File: src/rtl/ad9361_pkg.sv
// Shared definitions for the AD9361 receive-side stream framer.
package ad9361_pkg;

   // Header field positions inside the 64-bit header beat.
   localparam int unsigned MAGIC_LSB = 48;
   localparam int unsigned SEQ_LSB   = 32;
   localparam int unsigned TS_LSB    = 0;

   localparam logic [15:0] DEFAULT_HEADER_MAGIC = 16'hA55A;

   // Framer states.
   typedef logic [1:0] state_t;
   localparam state_t StIdle    = 2'd0;
   localparam state_t StHeader  = 2'd1;
   localparam state_t StPayload = 2'd2;

   function automatic logic [63:0] make_header(input logic [15:0] magic,
                                               input logic [15:0] seq,
                                               input logic [31:0] ts);
      logic [63:0] hdr;
      hdr                   = '0;
      hdr[MAGIC_LSB +: 16]  = magic;
      hdr[SEQ_LSB +: 16]    = seq;
      hdr[TS_LSB +: 32]     = ts;
      return hdr;
   endfunction

endpackage

File: src/rtl/axis_skid_buffer.sv
// Two-entry registered skid buffer. Outputs come straight from flops; the
// input ready is a flop meaning "not full".
module axis_skid_buffer #(
   parameter int unsigned WIDTH = 65
) (
   input  logic             clk_i,
   input  logic             rst_ni,
   input  logic             in_valid_i,
   output logic             in_ready_o,
   input  logic [WIDTH-1:0] in_data_i,
   output logic             out_valid_o,
   input  logic             out_ready_i,
   output logic [WIDTH-1:0] out_data_o
);

   logic             out_valid_q, out_valid_d;
   logic [WIDTH-1:0] out_data_q, out_data_d;
   logic             skid_valid_q, skid_valid_d;
   logic [WIDTH-1:0] skid_data_q, skid_data_d;
   logic             in_ready_q;
   logic             push, pop;

   assign push = in_valid_i && in_ready_q;
   assign pop  = out_valid_q && out_ready_i;

   // Pop refills the output slot from the skid slot first, so order is kept.
   always_comb begin
      out_valid_d  = out_valid_q;
      out_data_d   = out_data_q;
      skid_valid_d = skid_valid_q;
      skid_data_d  = skid_data_q;
      if (pop) begin
         if (skid_valid_q) begin
            out_data_d   = skid_data_q;
            skid_valid_d = 1'b0;
         end else begin
            out_valid_d = 1'b0;
         end
      end
      if (push) begin
         if (!out_valid_d) begin
            out_valid_d = 1'b1;
            out_data_d  = in_data_i;
         end else begin
            skid_valid_d = 1'b1;
            skid_data_d  = in_data_i;
         end
      end
   end

   // Storage and registered ready.
   always_ff @(posedge clk_i or negedge rst_ni) begin
      if (!rst_ni) begin
         out_valid_q  <= 1'b0;
         out_data_q   <= '0;
         skid_valid_q <= 1'b0;
         skid_data_q  <= '0;
         in_ready_q   <= 1'b0;
      end else begin
         out_valid_q  <= out_valid_d;
         out_data_q   <= out_data_d;
         skid_valid_q <= skid_valid_d;
         skid_data_q  <= skid_data_d;
         in_ready_q   <= !skid_valid_d;
      end
   end

   assign in_ready_o  = in_ready_q;
   assign out_valid_o = out_valid_q;
   assign out_data_o  = out_data_q;

endmodule

File: src/rtl/ad9361_axis_framer.sv
// Frames the 64-bit AD9361 sample stream into fixed-length packets: one
// header beat {magic, seq, timestamp} followed by PACKET_LENGTH payload beats.
module ad9361_axis_framer
   import ad9361_pkg::*;
#(
   parameter int unsigned DATA_WIDTH    = 64,
   parameter int unsigned PACKET_LENGTH = 256,
   parameter logic [15:0] HEADER_MAGIC  = DEFAULT_HEADER_MAGIC
) (
   input  logic                  clk,
   input  logic                  resetn,
   input  logic                  enable,
   input  logic                  s_axis_tvalid,
   output logic                  s_axis_tready,
   input  logic [DATA_WIDTH-1:0] s_axis_tdata,
   output logic                  m_axis_tvalid,
   input  logic                  m_axis_tready,
   output logic                  m_axis_tlast,
   output logic [DATA_WIDTH-1:0] m_axis_tdata,
   output logic [15:0]           seq_num,
   output logic                  pkt_active
);

   localparam logic [15:0] LAST_BEAT = 16'(PACKET_LENGTH - 1);

   state_t                state_q, state_d;
   logic [31:0]           ts_q;
   logic [31:0]           ts_latch_q, ts_latch_d;
   logic [15:0]           seq_q, seq_d;
   logic [15:0]           beat_q, beat_d;
   logic                  skid_in_valid, skid_in_ready, skid_in_last;
   logic [DATA_WIDTH-1:0] skid_in_data;
   logic                  s_hs;

   assign s_hs = (state_q == StPayload) && s_axis_tvalid && skid_in_ready;

   // Free-running capture timestamp.
   always_ff @(posedge clk or negedge resetn) begin
      if (!resetn) begin
         ts_q <= '0;
      end else begin
         ts_q <= ts_q + 32'd1;
      end
   end

   // Select what is offered to the skid buffer; input is only accepted in PAYLOAD.
   always_comb begin
      skid_in_valid = 1'b0;
      skid_in_data  = '0;
      skid_in_last  = 1'b0;
      s_axis_tready = 1'b0;
      case (state_q)
         StHeader: begin
            skid_in_valid = 1'b1;
            skid_in_data  = make_header(HEADER_MAGIC, seq_q, ts_latch_q);
         end
         StPayload: begin
            s_axis_tready = skid_in_ready;
            skid_in_valid = s_axis_tvalid;
            skid_in_data  = s_axis_tdata;
            skid_in_last  = (beat_q == LAST_BEAT);
         end
         default: ;
      endcase
   end

   // Packet state machine; enable only matters when deciding to start.
   always_comb begin
      state_d    = state_q;
      ts_latch_d = ts_latch_q;
      seq_d      = seq_q;
      beat_d     = beat_q;
      case (state_q)
         StIdle: begin
            if (enable && s_axis_tvalid) begin
               ts_latch_d = ts_q;
               state_d    = StHeader;
            end
         end
         StHeader: begin
            if (skid_in_ready) begin
               beat_d  = '0;
               state_d = StPayload;
            end
         end
         StPayload: begin
            if (s_hs) begin
               beat_d = beat_q + 16'd1;
               if (beat_q == LAST_BEAT) begin
                  seq_d   = seq_q + 16'd1;
                  state_d = StIdle;
               end
            end
         end
         default: state_d = StIdle;
      endcase
   end

   // Framer state registers.
   always_ff @(posedge clk or negedge resetn) begin
      if (!resetn) begin
         state_q    <= StIdle;
         ts_latch_q <= '0;
         seq_q      <= '0;
         beat_q     <= '0;
      end else begin
         state_q    <= state_d;
         ts_latch_q <= ts_latch_d;
         seq_q      <= seq_d;
         beat_q     <= beat_d;
      end
   end

   axis_skid_buffer #(
      .WIDTH(DATA_WIDTH + 1)
   ) u_skid (
      .clk_i       (clk),
      .rst_ni      (resetn),
      .in_valid_i  (skid_in_valid),
      .in_ready_o  (skid_in_ready),
      .in_data_i   ({skid_in_last, skid_in_data}),
      .out_valid_o (m_axis_tvalid),
      .out_ready_i (m_axis_tready),
      .out_data_o  ({m_axis_tlast, m_axis_tdata})
   );

   assign seq_num    = seq_q;
   assign pkt_active = (state_q != StIdle);

endmodule

File: config.mk
export PLATFORM = sky130hd
export DESIGN_NAME = ad9361_axis_framer
export DESIGN_NICKNAME = d
export VERILOG_FILES = /design/src/rtl/ad9361_pkg.sv /design/src/rtl/axis_skid_buffer.sv /design/src/rtl/ad9361_axis_framer.sv
export SDC_FILE = /design/constraint.sdc
export NUM_CORES = 1
export LEC_CHECK = 0
export BUFFER_PORTS_ARGS = -buffer_cell sky130_fd_sc_hd__buf_4
export CAP_MARGIN = 20
export CORE_ASPECT_RATIO = 1.1
export CORE_MARGIN = 8
export CORE_UTILIZATION = 40
export CTS_CLUSTER_SIZE = 20
export DETAILED_ROUTE_END_ITERATION = 10
export PLACE_DENSITY = 0.66
export SLEW_MARGIN = 20
export SYNTH_ARGS = -nofsm -noshare
export SYNTH_HDL_FRONTEND = slang
export SYNTH_HIERARCHICAL = 1
export SYNTH_SLANG_ARGS = --single-unit
File: constraint.sdc
create_clock -name clk -period 3.8 [get_ports clk]
set_input_delay 0.95 -clock clk [delete_from_list [all_inputs] [get_ports clk]]
set_output_delay 0.95 -clock clk [all_outputs]
set_load 0.005 [all_outputs]
==> metrics.csv, run 1 <==
stage,metric,value,unit
floorplan,Die Span X,173,um
clock_tree,clk root buf,clkbuf_16,
yosys,Ys Warns,6,
setup_path,CP arrival,2.29,ns
global_routing,global-route wire length before repair,45500,um
yosys,Commonest cells post-synth,"231 x dfrtp_1, 68 x mux2_2, 65 x o221a_2",
yosys,Post-synth top flop,dfrtp_1,
routing,Routed WL per cell,19.8,um
yosys,Synth Instances,888,
yosys,Synth Cell Area,10800,um^2
clock_tree,Clock H-tree levels,1,
power_and_ir_drop,pwr/cell area,712,nW/um^2
clock_tree,clock latency on the worst-skew pair,0.52,ns
floorplan,die area,32600,um^2
sta,Fmax,309,MHz
clock_tree,Post-CTS Setup Repair Bufs,0,
global_routing,GRT overflow,0,
setup_path,Critical Path RT,2.85,ns
setup_path,crit end category,output pin,
yosys,most common cell in the netlist,dfrtp_1,
sta,final hold viol count,0,
yosys,syn nets,965,
clock_tree,CTS tree,yes,
setup_path,Setup CP Type,flop to output pin,
finish,Area Growth Syn to Fin,21.8,%
finish,share of cells above drive strength 1,42.3,%
yosys,Yosys top cell area share,53.4,%
yosys,"area leader, netlist",dfrtp_1,
sta,"Slew Viols, Final",0,
clock_tree,CTS max path bufs,3,
global_routing,M2 GR Usage,27.7,%
yosys,Avg Inst Size Synth,12.2,um^2
global_routing,layer with the highest usage,met2,
routing,via count,7549,
routing,Residual DRC,0,
sta,fin crit share,85.3,%
clock_tree,"Hold-fix buffers, CTS",0,
global_routing,largest net degree at the start of global routing,94,
global_routing,grt met1 use,22.7,%
setup_path,CP Max Fanout,68,
yosys,"Seq/Total Area, Yosys",53.4,%
placed_design,PortBufs,152,
sta,min Tclk post-route,3.24,ns
routing,routed vias/inst,5.38,
yosys,"EDFF count, synth",0,
placed_design,Post-DP Area,12400,um^2
sta,RSZ-0062 raised after global routing,no,
clock_tree,CTS resizes,0,
routing,Total Wirelength,27700,um
power_and_ir_drop,Leak,6.13,nW
finish,Post-Route Utilization,49.2,%
yosys,largest cells by area after synthesis,"dfrtp_1 53%, mux2_2 7.1%, o221a_2 6.8%",
sta,worst setup margin,0.560,ns
clock_tree,Clock Pin Slew Worst Setup and Hold Paths,0.06,ns
routing,drt initial violations,641,
placed_design,post-place setup slack,0.658,ns
setup_path,Critical Path Start Type,flop,
placed_design,post-DP HPWL,18300,um
global_routing,initial antenna violation count,0,
finish,"Net count, final",1105,
floorplan,IO Pins,153,
sta,Setup Skew,0.00766,ns
routing,Final ANT Viol Nets,0,
sta,worst rel slew slack,35.0,%
sta,Setup-failing EPs final,0,
global_routing,vias in the first global route,7944,
floorplan,core footprint,26800,um^2
run,max-cap violation count,0,
yosys,"FFs w/ async S/R, synth",100,%
floorplan,Chip Height,189,um
worst_hold_path,hold crit path type,input port to async pin,
finish,antenna cells,0,
floorplan,Site Rows,63,
clock_tree,clock sink total,231,
outcome,status,completed,
yosys,Yosys cell types,41,
setup_path,"reg-to-reg slack, setup",0.62,ns
sta,setup TNS,0,ns
finish,Finished Cell Area,13200,um^2
sta,Least-Margin Pin Slew,0.973,ns
placed_design,GP Congestion,0.777,
finish,Filler Cell Count,2459,
global_routing,met3 Usage GRT,3.54,%
clock_tree,Num CTS Buffers,25,
floorplan,initial core utilization,40.4,%
yosys,register bit total from synthesis,231,
power_and_ir_drop,Max IR drop VDD,0.000339,V
routing,drt first pass iters,6,
global_routing,gr usage total,16.9,%
state kept, by name, indices dropped and copies added, names as in the netlist:
name,count
u_skid/in_ready_o,1
state_q,2
beat_q,16
u_skid/skid_valid_q,1
ts_q,32
u_skid/skid_data_q,65
seq_num,16
u_skid/out_valid_o,1
ts_latch_q,32
u_skid/out_data_o,65
through the flow:
stage / hold slack [ns] / instances / total power, mW
detailed placement: 0.465 / 1358 / 6.97
CTS: 0.450 / 1403 / 9.50
floorplan: 0.438 / 888 / 5.53
finish: 0.416 / 1403 / 9.39
global placement: 0.464 / 1358 / 6.89
global route: 0.482 / 1403 / 9.93
logic make-up (layout without fill, tap and decap cells):
group,count (synthesis),after routing,synth area share (%)
multiplexers,101,101,11.5
AO/OA/AOI/OAI,149,149,12.2
AND/OR/NAND/NOR,280,280,15.3
flip-flops,231,231,53.4
buffers and inverters,73,231,2.96
XOR/XNOR,46,46,3.72
adder cells (fa/ha/maj),8,8,0.925
path summary, 6_finish.rpt:
path	end	start	cells past startpoint
min in group clk	ts_q[31]	ts_q[31]	1
max in group asynchronous	u_skid/skid_data_q[50]	resetn	2
setup / recovery	s_axis_tready	state_q[0]	5
setup reg to reg	u_skid/skid_data_q[19]	state_q[0]	8
hold / removal	u_skid/out_data_o[62]	resetn	1
hold reg to reg	ts_q[31]	ts_q[31]	1
layout make-up:
type / count / area (um^2) / share of cell area, %
clock inverters: 11 / 159 / 1.20
repair buffers: 170 / 1300 / 9.83
flip-flops and latches: 231 / 5780 / 43.8
well taps: 357 / 447 / 3.39
clock buffers: 34 / 679 / 5.15
multi-input cells: 584 / 4770 / 36.2
inverters: 16 / 60.1 / 0.455
worst max-delay path, stage by stage, from the launching register on:
cell and delay (ns):
dfrtp_1 0.41, inv_1 0.13, ha_2 0.19, buf_4 0.64, and2_1 0.27, buf_4 0.13
cell usage in the layout, fill, tap and decap left out, types with 6 or more instances in the layout:
master,n
dfrtp_1,231
buf_4,168
mux2_2,68
o221a_2,65
or2_2,58
nor2b_1,49
a22oi_1,48
nand2_1,32
mux2_4,28
nor2_1,25
xor2_1,25
clkbuf_16,25
xnor2_1,21
nand3_1,19
nand4_1,18
inv_1,16
o21ai_0,14
and3_1,13
and2_1,12
nor3_1,11
or2_1,9
nor4_1,8
and4_1,7
a21oi_1,7
a22o_1,7
nor4_2,7
clkbuf_1,7
ha_1,6
clkinv_2,6
power by group:
part,switching [mW],internal [mW],leakage [nW]
combinational,1.59,1.80,2.69
clock,0.977,1.52,0.415
sequential,0.401,3.10,3.02
per-layer routing:
layer	share of wire (%)	routed length, um
met5	0	0
met4	1.2	337
met3	5.3	1460
met2	47	13100
met1	46	12900
(Power assumes the default switching activity.)
==> inputs of run 2 (changes only) <==
--- a/config.mk
+++ b/config.mk
@@ -13,6 +13,7 @@
 export CTS_CLUSTER_SIZE = 20
 export DETAILED_ROUTE_END_ITERATION = 10
 export PLACE_DENSITY = 0.66
+export RECOVER_POWER = 50
 export SLEW_MARGIN = 20
 export SYNTH_ARGS = -nofsm -noshare
 export SYNTH_HDL_FRONTEND = slang
==> run 2 against run 1 <==
The run now ends with capacitance limit, slew limit left. Core utilization is 0.13 points lower. Sequential share of layout area is 0.12 points higher. Clock skew hardly changed. Largest cell class unchanged. Register-to-register slack better by 0.02 ns. Count of clock-buffer cells in the layout stayed put. Maximum frequency is 0.19% lower. Combinational power hardly changed. Non-clock buffer count stayed put. Sequential power hardly changed. First-iteration DRC count is 3.6% higher. Global-route usage stayed put. Critical path type unchanged. Clock power hardly changed.
==> metrics.csv, run 2 (synthesized netlist as in run 1, its figures left out) <==
stage,metric,value,unit,change
clock_tree,"Hold-fix buffers, CTS",0,,unchanged
global_routing,largest net degree at the start of global routing,94,,unchanged
setup_path,Critical Path Start Type,flop,,
power_and_ir_drop,Gate power share,36.1,%,about the same
setup_path,slowest CP cell,buf_4,,
placed_design,dpl cells,1358,,unchanged
global_routing,initial antenna violation count,0,,unchanged
placed_design,Post-DP Area,12400,um^2,unchanged
finish,Multi-input gate area,4760,um^2,-0.13%
routing,Final ANT Viol Nets,0,,unchanged
power_and_ir_drop,Leak,6.10,nW,-0.42%
placed_design,post-DP HPWL,18300,um,unchanged
sta,min Tclk post-route,3.25,ns,+0.00620 ns
sta,Fmax,308,MHz,-0.19%
sta,Setup-failing EPs final,0,,unchanged
routing,Total Wirelength,27700,um,about the same
power_and_ir_drop,post-layout power,9.39,mW,about the same
finish,Area Growth Syn to Fin,21.5,%,
setup_path,critical register-to-register path startpoint,state_q[0],,
finish,Filler Cell Count,2464,,+0.20%
placed_design,PortBufs,152,,unchanged
finish,"Net count, final",1105,,unchanged
setup_path,CP Max Fanout,68,,unchanged
clock_tree,Clock Pin Slew Worst Setup and Hold Paths,0.06,ns,about the same
sta,"Slew Viols, Final",128,,+128
power_and_ir_drop,share of total power in sequential cells,37.3,%,about the same
floorplan,Chip Height,189,um,unchanged
finish,most frequent cells in the layout,"231 x dfrtp_1, 162 x buf_4, 68 x mux2_2",,
power_and_ir_drop,cell-internal power,6.43,mW,about the same
clock_tree,Num CTS Buffers,25,,unchanged
routing,drt first pass iters,5,,-1
floorplan,IO Pins,153,,unchanged
clock_tree,clock sink total,231,,unchanged
clock_tree,Clock H-tree levels,1,,unchanged
power_and_ir_drop,Sw Ratio,31.6,%,about the same
power_and_ir_drop,pwr/cell area,714,nW/um^2,+0.26%
outcome,failing checks,"capacitance limit, slew limit",,
setup_path,FF-to-FF End,u_skid/skid_data_q[19],,
clock_tree,Post-CTS Setup Repair Bufs,0,,unchanged
sta,fin crit share,85.4,%,+0.16 points
run,max-cap violation count,2,,+2
routing,via count,7547,,-0.026%
power_and_ir_drop,Max IR drop VDD,0.000339,V,about the same
finish,"commonest non-fill, non-tap cell in the layout",dfrtp_1,,
global_routing,vias in the first global route,7944,,unchanged
sta,setup TNS,0,ns,unchanged
worst_hold_path,Hold Path End,ts_q[31],,
worst_hold_path,hold path depth,1,,
finish,fin cells,1403,,unchanged
setup_path,crit end category,output pin,,
finish,share of cells above drive strength 1,41.9,%,-0.38 points
setup_path,CP Cell Sequence,inv_1 > ha_2 > buf_4 > and2_1 > buf_4,,
sta,Least-Margin Pin Slew,2.37,ns,+1.40 ns
floorplan,die area,32600,um^2,unchanged
setup_path,crit path from,state_q[0],,
routing,drt initial violations,664,,+3.6%
routing,routed vias/inst,5.38,,about the same
routing,Routed WL per cell,19.8,um,about the same
sta,worst rel slew slack,-58.1,%,-93 points
finish,register area,5780,um^2,unchanged
finish,antenna cells,0,,unchanged
clock_tree,CTS tree,yes,,
setup_path,delay of the slowest cell on the worst path,0.64,ns,about the same
setup_path,"reg-to-reg slack, setup",0.64,ns,+0.02 ns
sta,Setup Skew,0.00765,ns,-0.00000821 ns
global_routing,global-route wire length before repair,45500,um,unchanged
sta,RSZ-0062 raised after global routing,no,,
finish,Post-Route Utilization,49.1,%,-0.13 points
clock_tree,clock latency on the worst-skew pair,0.52,ns,about the same
floorplan,Die Span X,173,um,unchanged
clock_tree,CTS resizes,0,,unchanged
finish,Finished Cell Area,13200,um^2,-0.27%
setup_path,CP arrival,2.30,ns,about the same
power_and_ir_drop,Sw Pwr,2.96,mW,about the same
setup_path,Critical Path RT,2.85,ns,about the same
placed_design,GP Congestion,0.777,,unchanged
clock_tree,CTS max path bufs,3,,unchanged
global_routing,gr usage total,16.9,%,unchanged
floorplan,Site Rows,63,,unchanged
floorplan,initial core utilization,40.4,%,unchanged
setup_path,worst reg-to-reg path cell count,8,,unchanged
power_and_ir_drop,Clk network pwr share,26.6,%,about the same
outcome,status,finished with violations,,
clock_tree,clk root buf,clkbuf_16,,
routing,Residual DRC,0,,unchanged
sta,final hold viol count,0,,unchanged
floorplan,core footprint,26800,um^2,unchanged
setup_path,Setup CP Type,flop to output pin,,
worst_hold_path,min-delay src,ts_q[31],,
worst_hold_path,hold crit path type,flop to flop,,
setup_path,Crit path top cell by count,buf_4,,
global_routing,GRT overflow,0,,unchanged
## run 2: critical path, delay by kind of cell, from the launching register on
kind | cells | cell delay [ns]
adders and majority gates | 1 | 0.19
buffers and inverters | 3 | 0.90
DFF | 1 | 0.42
and+or+nand+nor | 1 | 0.27
## run 2: worst max-delay path by stage
stage	to	slack [ns]	depth (start not counted)
final	s_axis_tready	0.55	5
after floorplan	u_skid/skid_data_q[36]	0.86	13
after CTS	s_axis_tready	0.50	5
after global routing	ts_latch_q[25]	0.39	2
after detailed placement	u_skid/skid_data_q[25]	0.66	8
after global placement	u_skid/skid_data_q[16]	0.76	8
## run 2: power by group through the flow
stage	Sequential, mW	Combinational [mW]	Clock, mW
6_report	3.50	3.39	2.50
5_1_grt	3.58	3.66	2.68
4_1_cts	3.51	3.43	2.56
3_5_place_dp	3.54	3.43	0
3_3_place_gp	3.54	3.36	0
2_1_floorplan	3.45	2.09	0
## run 2: metal layers
layer,wire (um),vias up,global-route usage (%)
met1,12900,3834,22.7
met4,325,0,3.45
met2,13200,159,27.7
met3,1330,27,3.54
li1,-,3527,-
met5,0,-,0
## run 2: final cells by class
type	count	share of cell area, %
Inverter	16	0.457
Tap cell	357	3.40
Clock buffer	34	5.16
Timing Repair Buffer	170	9.63
Clock inverter	11	1.21
Sequential cell	231	43.9
Multi-Input combinational cell	584	36.2
## run 2: stage by stage
stage               setup slack (ns)  hold slack (ns)
global route                   0.393            0.490
finish                         0.554            0.476
detailed placement             0.658            0.465
floorplan                      0.860            0.438
CTS                            0.503            0.450
global placement               0.761            0.464
==> inputs of run 3 (changes only) <==
--- a/config.mk
+++ b/config.mk
@@ -5,7 +5,8 @@
 export SDC_FILE = /design/constraint.sdc
 export NUM_CORES = 1
 export LEC_CHECK = 0
-export BUFFER_PORTS_ARGS = -buffer_cell sky130_fd_sc_hd__buf_4
+export ABC_AREA = 1
+export BUFFER_PORTS_ARGS = -buffer_cell sky130_fd_sc_hd__buf_2
 export CAP_MARGIN = 20
 export CORE_ASPECT_RATIO = 1.1
 export CORE_MARGIN = 8
==> run 3 against run 2 <==
The run still ends with capacitance limit, slew limit left. Clock skew rose by 0.0087 ns. Core utilization is 2.7 points lower. Count of clock-buffer cells in the layout up 1. First-iteration DRC count rose by 53%. Critical path type unchanged. Highest routed layer is now met5.
==> metrics.csv, run 3 <==
stage,metric,value,unit,change
sta,Least-Margin Pin Slew,2.23,ns,-0.143 ns
power_and_ir_drop,Clk network pwr share,30.3,%,+3.7 points
placed_design,dpl cells,2183,,+61%
clock_tree,CTS tree,yes,,
yosys,syn nets,1767,,+83%
sta,Fmax,319,MHz,+3.6%
finish,Filler Cell Count,3085,,+25%
floorplan,Chip Height,200,um,+6.0%
yosys,simple-gate share of the synthesized area,35.7,%,+20 points
global_routing,vias in the first global route,10800,,+35%
sta,Setup Skew,0.0164,ns,+0.00875 ns
setup_path,CP Max Fanout,62,,-8.8%
clock_tree,Clock H-tree levels,1,,unchanged
clock_tree,clock sink total,231,,unchanged
worst_hold_path,hold crit path type,input port to async pin,,
finish,antenna cells,0,,unchanged
power_and_ir_drop,Leak,7.29,nW,+19%
floorplan,die area,36600,um^2,+12%
finish,most frequent cells in the layout,"637 x nand2_1, 229 x dfrtp_1, 206 x inv_1",,
floorplan,Die Span X,183,um,+6.0%
global_routing,gr usage total,19.4,%,+2.6 points
yosys,"EDFF count, synth",0,,unchanged
sta,fin crit share,82.5,%,-3.0 points
global_routing,initial antenna violation count,2,,+2
global_routing,GRT overflow,0,,unchanged
sta,RSZ-0062 raised after global routing,no,,
sta,Setup-failing EPs final,0,,unchanged
power_and_ir_drop,Gate power share,30.4,%,-5.7 points
yosys,register bit total from synthesis,231,,unchanged
setup_path,Critical Path RT,2.85,ns,about the same
yosys,Commonest cells post-synth,"638 x nand2_1, 231 x dfrtp_1, 205 x inv_1",,
floorplan,core footprint,30300,um^2,+13%
yosys,Post-synth top flop,dfrtp_1,,
yosys,Compound-Gate Fraction of Synth Area,4.16,%,-8.0 points
power_and_ir_drop,Sw Pwr,3.01,mW,+1.5%
yosys,largest cells by area after synthesis,"dfrtp_1 47%, nand2_1 19%, nand3_1 6.7%",,
yosys,"area leader, netlist",dfrtp_1,,
yosys,mux cell area share after synthesis,0.458,%,-11 points
routing,drt initial violations,1019,,+53%
clock_tree,CTS resizes,0,,unchanged
clock_tree,Num CTS Buffers,25,,unchanged
setup_path,crit end category,output pin,,
clock_tree,"Hold-fix buffers, CTS",0,,unchanged
clock_tree,Post-CTS Setup Repair Bufs,0,,unchanged
yosys,Synth Instances,1690,,+90%
power_and_ir_drop,share of total power in sequential cells,39.3,%,+2.0 points
routing,Final ANT Viol Nets,0,,unchanged
yosys,most common cell in the netlist,nand2_1,,
finish,Multi-input gate area,5220,um^2,+9.6%
power_and_ir_drop,pwr/cell area,574,nW/um^2,-20%
sta,min Tclk post-route,3.13,ns,-0.112 ns
power_and_ir_drop,Sw Ratio,37.3,%,+5.7 points
setup_path,Setup CP Type,flop to output pin,,
global_routing,global-route wire length before repair,57700,um,+27%
sta,setup TNS,0,ns,unchanged
power_and_ir_drop,cell-internal power,5.07,mW,-21%
yosys,Post-Synth XOR/XNOR Area,1.64,%,-2.1 points
routing,Residual DRC,0,,unchanged
finish,fin cells,2226,,+59%
yosys,Avg Inst Size Synth,7.27,um^2,-40%
finish,"commonest non-fill, non-tap cell in the layout",nand2_1,,
floorplan,initial core utilization,40.5,%,+0.12 points
routing,via count,11200,,+48%
routing,Routed WL per cell,16.0,um,-19%
yosys,Synth Cell Area,12300,um^2,+14%
sta,"Slew Viols, Final",122,,-4.7%
run,max-cap violation count,2,,unchanged
finish,Finished Cell Area,14100,um^2,+6.9%
setup_path,Critical Path Start Type,flop,,
sta,Min Hold Slack,0.433,ns,-0.0427 ns
setup_path,CP arrival,2.18,ns,-0.12 ns
yosys,Yosys cell types,31,,-24%
finish,share of cells above drive strength 1,13.7,%,-28 points
sta,worst rel slew slack,-48.5,%,+9.5 points
routing,routed vias/inst,5.01,,-6.9%
power_and_ir_drop,Max IR drop VDD,0.000338,V,-0.26%
sta,final hold viol count,0,,unchanged
clock_tree,clk root buf,clkbuf_16,,
floorplan,Site Rows,67,,+6.3%
placed_design,Post-DP Area,13300,um^2,+7.9%
clock_tree,Clock Pin Slew Worst Setup and Hold Paths,0.06,ns,about the same
outcome,status,finished with violations,,
routing,drt first pass iters,5,,unchanged
clock_tree,clock latency on the worst-skew pair,0.53,ns,about the same
finish,"Net count, final",1873,,+70%
outcome,failing checks,"capacitance limit, slew limit",,
placed_design,post-DP HPWL,24300,um,+33%
clock_tree,CTS max path bufs,3,,unchanged
yosys,"Seq/Total Area, Yosys",47.0,%,-6.4 points
yosys,"FFs w/ async S/R, synth",100,%,unchanged
sta,worst setup margin,0.666,ns,+0.112 ns
yosys,main combinational cell family by area after synthesis,simple AND/OR/NAND/NOR gates,,
yosys,Ys Warns,6,,unchanged
finish,Area Growth Syn to Fin,14.4,%,
placed_design,PortBufs,152,,unchanged
placed_design,post-place setup slack,1.16,ns,+0.502 ns
routing,Total Wirelength,35700,um,+29%
finish,register area,5780,um^2,about the same
floorplan,IO Pins,153,,unchanged
yosys,area share of fa/ha/maj cells after synthesis,0.814,%,-0.11 points
placed_design,GP Congestion,0.897,,+15%
yosys,Yosys top cell area share,47.0,%,-6.4 points
global_routing,largest net degree at the start of global routing,110,,+17%
## run 3: changes by cell type after synthesis, sizes merged, moves of 48 or more
cell,delta
mux2,-94
o221a,-65
nor2,+76
a22oi,-48
nor2b,-49
nand2,+614
nand4,+55
nand3,+151
a21oi,+51
inv,+197
or2,-67
## run 3: worst paths after layout
kind	start	endpoint	slack (ns)	cells after the start
worst max-delay path	state_q[0]	s_axis_tready	0.67	6
worst min-delay path	resetn	beat_q[7]	0.43	1
worst max register to register	state_q[0]	ts_latch_q[16]	0.81	5
worst min register to register	ts_q[31]	ts_q[31]	0.47	2
max in group asynchronous	resetn	ts_latch_q[17]	1.23	2
min in group clk	ts_q[31]	ts_q[31]	0.47	2
## run 3: through the flow
step / utilization, % / total power [mW]
after CTS: 46.6 / 8.14
final: 46.3 / 8.07
after floorplan: - / 4.79
after global placement: 43.9 / 5.62
after detailed placement: 43.9 / 5.66
after global routing: 46.3 / 8.59
## run 3: critical path, stage by stage, from the launching register on
cell and delay [ns]:
dfrtp_1 0.41, inv_1 0.13, ha_2 0.20, buf_4 0.54, nand2_1 0.18, inv_1 0.09
buf_2 0.11
## run 3: area by class of cell
type / instances / share of cell area [%]
Sequential cell: 231 / 41.1
Multi-Input combinational cell: 1152 / 37.1
Timing Repair Buffer: 171 / 6.43
Inverter: 215 / 5.77
Clock buffer: 35 / 5.14
Tap cell: 414 / 3.68
Clock inverter: 8 / 0.721
## run 3: cell families after synthesis
kind of cell / count (synthesis)
xor+xnor: 23
compound gates: 101
flops: 231
fa+ha+maj: 8
mux: 5
buf+inv: 307
simple gates: 1015
## run 3: metal layers
metal  global-route usage (%)  part of all wire [%]
met1                     26.3                    44
met2                     31.3                    46
met4                     6.03                   2.8
met3                     3.53                   6.9
met5                        0                 0.073
## run 3: power groups by stage
stage                     Clock (mW)  Combinational (mW)  Sequential (mW)
after detailed placement           0                2.45             3.21
after global routing            2.60                2.77             3.22
after global placement             0                2.42             3.20
after CTS                       2.50                2.47             3.17
final                           2.45                2.46             3.17
after floorplan                    0                1.65             3.14
